--- src/rtl/ascon_pkg.sv ---
// Shared types, round-constant table and helpers for the Ascon permutation engine.
package ascon_pkg;

    localparam int NUM_ROUNDS_MAX = 12;

    // Five 64-bit words, S0 at index 0.
    typedef logic [4:0][63:0] ascon_state_t;
    typedef logic [3:0]       rnd_t;

    typedef enum logic [1:0] {
        IDLE = 2'd0,
        RUN  = 2'd1,
        DONE = 2'd2
    } ctrl_state_t;

    localparam logic [0:11][7:0] AsconRcLut = {
        8'hf0, 8'he1, 8'hd2, 8'hc3, 8'hb4, 8'ha5,
        8'h96, 8'h87, 8'h78, 8'h69, 8'h5a, 8'h4b
    };

    // Reduced-round variants use the tail of the table so both end on 0x4b.
    function automatic logic [7:0] ascon_rc(input rnd_t rnd, input logic cfg);
        rnd_t idx;
        idx = cfg ? rnd : rnd + 4'd4;
        return (idx < 4'd12) ? AsconRcLut[idx] : 8'h00;
    endfunction

    function automatic logic [63:0] rotr64(input logic [63:0] v, input int unsigned n);
        return (v >> n) | (v << (64 - n));
    endfunction

endpackage

--- src/rtl/ascon_round.sv ---
// One Ascon round: constant addition, 5-bit S-box layer, linear diffusion.
// Purely combinational.
module ascon_round
    import ascon_pkg::*;
(
    input  rnd_t         rnd_i,
    input  logic         round_config_i,
    input  ascon_state_t state_array_i,
    output ascon_state_t state_array_o
);

    logic [7:0]  rc;
    logic [63:0] c0, c1, c2, c3, c4;
    logic [63:0] a0, a1, a2, a3, a4;
    logic [63:0] t0, t1, t2, t3, t4;
    logic [63:0] b0, b1, b2, b3, b4;
    logic [63:0] s0, s1, s2, s3, s4;

    assign rc = ascon_rc(rnd_i, round_config_i);

    assign c0 = state_array_i[0];
    assign c1 = state_array_i[1];
    assign c2 = state_array_i[2] ^ {56'd0, rc};
    assign c3 = state_array_i[3];
    assign c4 = state_array_i[4];

    // Bitsliced S-box
    assign a0 = c0 ^ c4;
    assign a1 = c1;
    assign a2 = c2 ^ c1;
    assign a3 = c3;
    assign a4 = c4 ^ c3;

    assign t0 = ~a0 & a1;
    assign t1 = ~a1 & a2;
    assign t2 = ~a2 & a3;
    assign t3 = ~a3 & a4;
    assign t4 = ~a4 & a0;

    assign b0 = a0 ^ t1;
    assign b1 = a1 ^ t2;
    assign b2 = a2 ^ t3;
    assign b3 = a3 ^ t4;
    assign b4 = a4 ^ t0;

    assign s1 = b1 ^ b0;
    assign s0 = b0 ^ b4;
    assign s3 = b3 ^ b2;
    assign s2 = ~b2;
    assign s4 = b4;

    assign state_array_o[0] = s0 ^ rotr64(s0, 19) ^ rotr64(s0, 28);
    assign state_array_o[1] = s1 ^ rotr64(s1, 61) ^ rotr64(s1, 39);
    assign state_array_o[2] = s2 ^ rotr64(s2, 1)  ^ rotr64(s2, 6);
    assign state_array_o[3] = s3 ^ rotr64(s3, 10) ^ rotr64(s3, 17);
    assign state_array_o[4] = s4 ^ rotr64(s4, 7)  ^ rotr64(s4, 41);

endmodule

--- src/rtl/ascon_permutation_ctrl.sv ---
// Iterative Ascon-p[12]/p[8] controller: one round per clock, result held
// in DONE until the consumer takes it (unbounded backpressure, no accept in DONE).
module ascon_permutation_ctrl
    import ascon_pkg::*;
(
    input  logic         clk,
    input  logic         rst_n,
    input  logic         clear_i,
    input  logic         in_valid_i,
    output logic         in_ready_o,
    input  logic         round_config_i,
    input  ascon_state_t state_i,
    output logic         out_valid_o,
    input  logic         out_ready_i,
    output ascon_state_t state_o,
    output logic         busy_o,
    output rnd_t         rnd_o
);

    ctrl_state_t  fsm_q;
    ascon_state_t st_q;
    ascon_state_t st_d;
    rnd_t         rnd_q;
    rnd_t         rnd_last_d;
    logic         cfg_q;
    logic         in_rdy_q;
    logic         out_vld_q;
    logic         busy_q;

    ascon_round u_round (
        .rnd_i          (rnd_q),
        .round_config_i (cfg_q),
        .state_array_i  (st_q),
        .state_array_o  (st_d)
    );

    assign rnd_last_d = cfg_q ? rnd_t'(NUM_ROUNDS_MAX - 1) : rnd_t'(NUM_ROUNDS_MAX - 5);

    always_ff @(posedge clk or negedge rst_n) begin
        if (!rst_n) begin
            fsm_q     <= IDLE;
            st_q      <= '0;
            rnd_q     <= '0;
            cfg_q     <= 1'b0;
            in_rdy_q  <= 1'b1;
            out_vld_q <= 1'b0;
            busy_q    <= 1'b0;
        end else if (clear_i) begin
            fsm_q     <= IDLE;
            rnd_q     <= '0;
            in_rdy_q  <= 1'b1;
            out_vld_q <= 1'b0;
            busy_q    <= 1'b0;
        end else begin
            case (fsm_q)
                IDLE: begin
                    if (in_valid_i) begin
                        st_q     <= state_i;
                        cfg_q    <= round_config_i;
                        rnd_q    <= '0;
                        fsm_q    <= RUN;
                        in_rdy_q <= 1'b0;
                        busy_q   <= 1'b1;
                    end
                end
                RUN: begin
                    st_q <= st_d;
                    if (rnd_q == rnd_last_d) begin
                        fsm_q     <= DONE;
                        busy_q    <= 1'b0;
                        out_vld_q <= 1'b1;
                    end else begin
                        rnd_q <= rnd_q + 4'd1;
                    end
                end
                DONE: begin
                    // State register is kept; it is only overwritten by the next accept.
                    if (out_ready_i) begin
                        fsm_q     <= IDLE;
                        rnd_q     <= '0;
                        out_vld_q <= 1'b0;
                        in_rdy_q  <= 1'b1;
                    end
                end
                default: begin
                    fsm_q     <= IDLE;
                    rnd_q     <= '0;
                    in_rdy_q  <= 1'b1;
                    out_vld_q <= 1'b0;
                    busy_q    <= 1'b0;
                end
            endcase
        end
    end

    assign in_ready_o  = in_rdy_q;
    assign out_valid_o = out_vld_q;
    assign busy_o      = busy_q;
    assign rnd_o       = rnd_q;
    assign state_o     = st_q;

endmodule
--- config.mk ---
export PLATFORM = sky130hd
export DESIGN_NAME = ascon_permutation_ctrl
export DESIGN_NICKNAME = d
export VERILOG_FILES = /design/src/rtl/ascon_pkg.sv /design/src/rtl/ascon_round.sv /design/src/rtl/ascon_permutation_ctrl.sv
export SDC_FILE = /design/constraint.sdc
export NUM_CORES = 2
export LEC_CHECK = 0
export ABC_AREA = 1
export CORE_ASPECT_RATIO = 1.4
export CORE_MARGIN = 2
export CORE_UTILIZATION = 40
export DETAILED_ROUTE_END_ITERATION = 12
export GPL_ROUTABILITY_DRIVEN = 0
export HOLD_SLACK_MARGIN = 0.08
export PLACE_DENSITY = 0.73
export RECOVER_POWER = 25
export SYNTH_ARGS = -nofsm -noshare
export SYNTH_HDL_FRONTEND = slang
export SYNTH_SLANG_ARGS = --single-unit
export TNS_END_PERCENT = 30
--- constraint.sdc ---
create_clock -name clk -period 2.2 [get_ports clk]
set_input_delay 0.44 -clock clk [delete_from_list [all_inputs] [get_ports clk]]
set_output_delay 0.44 -clock clk [all_outputs]
set_load 0.01 [all_outputs]
==> results.cfg, run 1 <==
[run_status]
status = stopped before the end
haltStage = 5_1_grt
stop_error = [ERROR GRT-0232] Routing congestion too high. Check the congestion heatmap in the GUI.

[logic_synthesis]
synthCells = 5377
syn_area_um2 = 34180
synth_xor_area_share_pct = 15.46
synthSimpleGateAreaFrac_pct = 39.85
ys_types = 40
synth_warnings = 0
synth.top_cell.area_share_pct = 24.09
muxShareOfSynthArea_pct = 0
synth_top_flop_cell = dfrtp_1
synth_top_family_by_area = simple AND/OR/NAND/NOR gates
synth_area_per_cell_um2 = 6.356
yosys-top-cells-count = 2137 x nand2_1, 531 x nor2_1, 449 x inv_1
synth-edff-count = 0
synth_most_common_cell = nand2_1
yosys.area_share.adder_pct = 4.723
ys_ff_latch = 330
yosysSeqAreaShare_pct = 24.17
synth.top_cells.by_area = dfrtp_1 24%, nand2_1 23%, xor2_1 7.3%
synth_fp_nets = 5832
yosysTopAreaCell = dfrtp_1
async_reset_ff_share_pct = 100.0
synth_compound_area_share_pct = 8.263

[global_route]
track_usage_pct = 63.59
grt_remaining_overflow = 225
grt_max_degree = 68

[die]
pin_count = 653
rows = 126
start_util_pct = 40.45
die_x_um = 251.0
die_h_um = 349.9

[placed_design]
placed_area_um2 = 50980
io_buffer_count = 652
post-place-ws_ps = -575.9
hpwl_um = 179700

[clock_tree]
cts_made_buffers = 42
cts_buffer_depth = 3
cts.sinks = 330
cts_root_buffer = clkbuf_16
htreeDepth = 2

[sta]
worstEndpointType = register data pin
worst_endpoint = state_o[198]$_DFFE_PN0P_/D
-- routing by layer --
layer	GRT overflow	track usage, %
met2	109	80.29
met3	9	49.26
met5	0	25.88
met1	4	63.03
met4	103	60.90
-- stage by stage --
step                      std cells  setup TNS (ps)  hold WS (ps)
after global placement         8121          -14870         359.6
after CTS                      8226           -4512         318.6
after detailed placement       8121          -25980         355.2
after floorplan                5377          -119.8         144.4
-- kinds of logic after synthesis --
family | Yosys count
simple gates | 3249
flops | 330
xor+xnor | 510
fa+ha+maj | 129
compound gates | 504
buf+inv | 655
-- what timing repair did --
item,CTS
buffers inserted,30
pin swaps,58
gates resized for setup,326
endpoints found under the hold margin,43
hold buffers,1
setup endpoints to repair,217
==> run 2, diff against run 1 <==
--- a/config.mk
+++ b/config.mk
@@ -6,13 +6,11 @@
 export NUM_CORES = 2
 export LEC_CHECK = 0
 export ABC_AREA = 1
-export CORE_ASPECT_RATIO = 1.4
 export CORE_MARGIN = 2
-export CORE_UTILIZATION = 40
+export CORE_UTILIZATION = 25
 export DETAILED_ROUTE_END_ITERATION = 12
 export GPL_ROUTABILITY_DRIVEN = 0
-export HOLD_SLACK_MARGIN = 0.08
-export PLACE_DENSITY = 0.73
+export PLACE_DENSITY_LB_ADDON = 0.15
 export RECOVER_POWER = 25
 export SYNTH_ARGS = -nofsm -noshare
 export SYNTH_HDL_FRONTEND = slang
==> constraint.sdc (replaced) <==
create_clock -name clk -period 2.85 [get_ports clk]
set_input_delay 0.57 -clock clk [delete_from_list [all_inputs] [get_ports clk]]
set_output_delay 0.57 -clock clk [all_outputs]
set_load 0.01 [all_outputs]
==> results.cfg, run 2 <==
[run_status]
status = complete, but fails checks
violations = capacitance limit, slew limit, setup timing

[routing]
drt_iter0_drc = 5482
drt_wl_total_um = 239700
dr.pass1.iters = 6
drc = 0
vias = 42663
avgRoutedWirePerCell_um = 28.65
viasPerCell = 5.101
ant_nets = 0

[placed_design]
io_buffer_count = 652
post-place-ws_ps = -207.1
hpwl_um = 203400
post-place-cells = 8268

[finish]
area.growth.synth_to_final_pct = 43.43
final_common_cell = nand2_1
largest_register_ffs = 320
layout-drive-gt1-share_pct = 15.54
num-fill-cells = 14666
final_nets = 6994
layout_common_cells = 2128 x nand2_1, 651 x clkdlybuf4s50_1, 562 x buf_4
instances_no_fill = 8364

[clock_tree]
htreeDepth = 2
clk_latency_ps = 680
cts.sinks = 330
cts_buffer_depth = 3
cts_root_buffer = clkbuf_16
cts_tree = yes
cts_made_buffers = 49
clk_pin_slew_worst_paths_ps = 60

[global_route]
grt_max_degree = 88
track_usage_pct = 33.12
grt_pass1_wl_um = 321600
grt_remaining_overflow = 0
antenna_found_initial = 24
first_global_vias = 39589

[sta]
final.min_clock_period_ps = 2951
finClkSkew_ps = 48.91
max_slew_margin_pct = -17.28
hold_viol = 0
setup_slack_ps = -100.9
worstMarginPinSlew_ps = 1759
fmax_ghz = 0.3389
drv_slew = 21
setup_viol = 5
fin_crit_sh_pct = 103.5
rsz0062_at_grt = true

[logic_synthesis]
yosysSeqAreaShare_pct = 24.17
ys_types = 40
async_reset_ff_share_pct = 100.0
synth.top_cell.area_share_pct = 24.09
synth_area_per_cell_um2 = 6.356
synth_most_common_cell = nand2_1
ys_ff_latch = 330
yosys-top-cells-count = 2137 x nand2_1, 531 x nor2_1, 449 x inv_1
synth-edff-count = 0
synthCells = 5377
synth_top_flop_cell = dfrtp_1
yosysTopAreaCell = dfrtp_1
synth_fp_nets = 5832
synth_warnings = 0
synth.top_cells.by_area = dfrtp_1 24%, nand2_1 23%, xor2_1 7.3%
syn_area_um2 = 34180

[critical_path]
worstPathMaxFanout = 4
r2r-end = state_o[107]
critPathCaptureType = flop
required_ps = 3430
worstPathArrival_ps = 3530
path_class = flop to flop
cp-start-kind = flop
timing.rr.start = state_o[18]
rrSetupSlack_ps = -100
worstRegToRegCells = 12

[hold_path]
hold_depth = 2
hold_path_end = state_o[67]
min-delay-start = state_o[67]
hold_class = flop to flop

[die]
start_util_pct = 25.20
die_h_um = 373.7
core_area_um2 = 135600
pin_count = 653
die_x_um = 373.7
design.die.area_um2 = 139700
rows = 135

[job]
maxCapViolations = 1
==> run 2: cell counts after synthesis <==
Identical to the previous run, type by type.
==> run 2: how the worst max path moves through the flow <==
stage	start	endpoint	slack, ps	cells past startpoint
final	state_o[18]	state_o[107]	-100	12
after global routing	rst_n	state_o[145]	-10	4
after CTS	state_o[101]	state_o[229]	10	12
after detailed placement	state_o[101]	state_o[229]	-210	12
after global placement	state_o[101]	state_o[229]	-190	12
after floorplan	rnd_o[2]	state_o[247]	500	16
==> run 2: routing by layer <==
metal  part of all wire [%]  GRT usage, %
met1                     39         40.94
met2                     43         51.11
met3                     11         9.252
met4                    7.5         19.86
met5                  0.068             0
==> run 2: final cells by class <==
type                    instances  area (um^2)  area share (%)
multi-input cells            4392        23490           47.92
inverters                     515         1942           3.961
diodes                          7        17.52         0.03573
clock buffers                  69         1423           2.902
well taps                    1781         2228           4.546
repair buffers               1251        11390           23.24
clock inverters                19        267.8          0.5462
flip-flops and latches        330         8262           16.85
==> run 2: logic make-up (layout without fill, tap and decap cells) <==
| kind of cell | count (synthesis) | in the layout | share of synthesized area, % |
|---|---|---|---|
| other cells | 0 | 7 | 0 |
| compound gates | 504 | 504 | 8.263 |
| simple gates | 3249 | 3249 | 39.85 |
| fa+ha+maj | 129 | 129 | 4.723 |
| buf+inv | 655 | 1854 | 7.538 |
| flops | 330 | 330 | 24.17 |
| xor+xnor | 510 | 510 | 15.46 |
==> run 2: metrics by stage <==
step / utilization, % / instance area (um^2) / TNS (ps) / hold WS, ps
floorplan: - / 34180 / 0 / 274.4
global placement: 34.81 / 47220 / -548.3 / 451.4
detailed placement: 34.81 / 47220 / -564.9 / 450.8
CTS: 36.08 / 48940 / 0 / 338.7
global route: 36.13 / 49000 / -85.70 / 555.9
finish: 36.14 / 49020 / -283.7 / 533.9
==> run 2: timing repair <==
action / CTS / global route
pin swaps: 0 / 1
buffers inserted: 0 / 0
endpoints found under the hold margin: 19 / 0
gates resized for setup: 3 / 30
setup endpoints to repair: 5 / 31
hold buffers: 1 / 0
==> run 2: worst max-delay path, stage by stage (launching register included) <==
cell and delay, ps:
dfrtp_1 550, inv_1 70, nand2_1 110, nand2_2 80
nand2_1 60, nand2_1 140, xnor2_1 730, nand2_1 110
nand2_1 140, xor2_1 480, o21ai_0 190, buf_4 160
nand2_1 50
Power of run 2 is not shown: default switching activity piles up to over one toggle a cycle in this logic, so the estimate is an artifact.
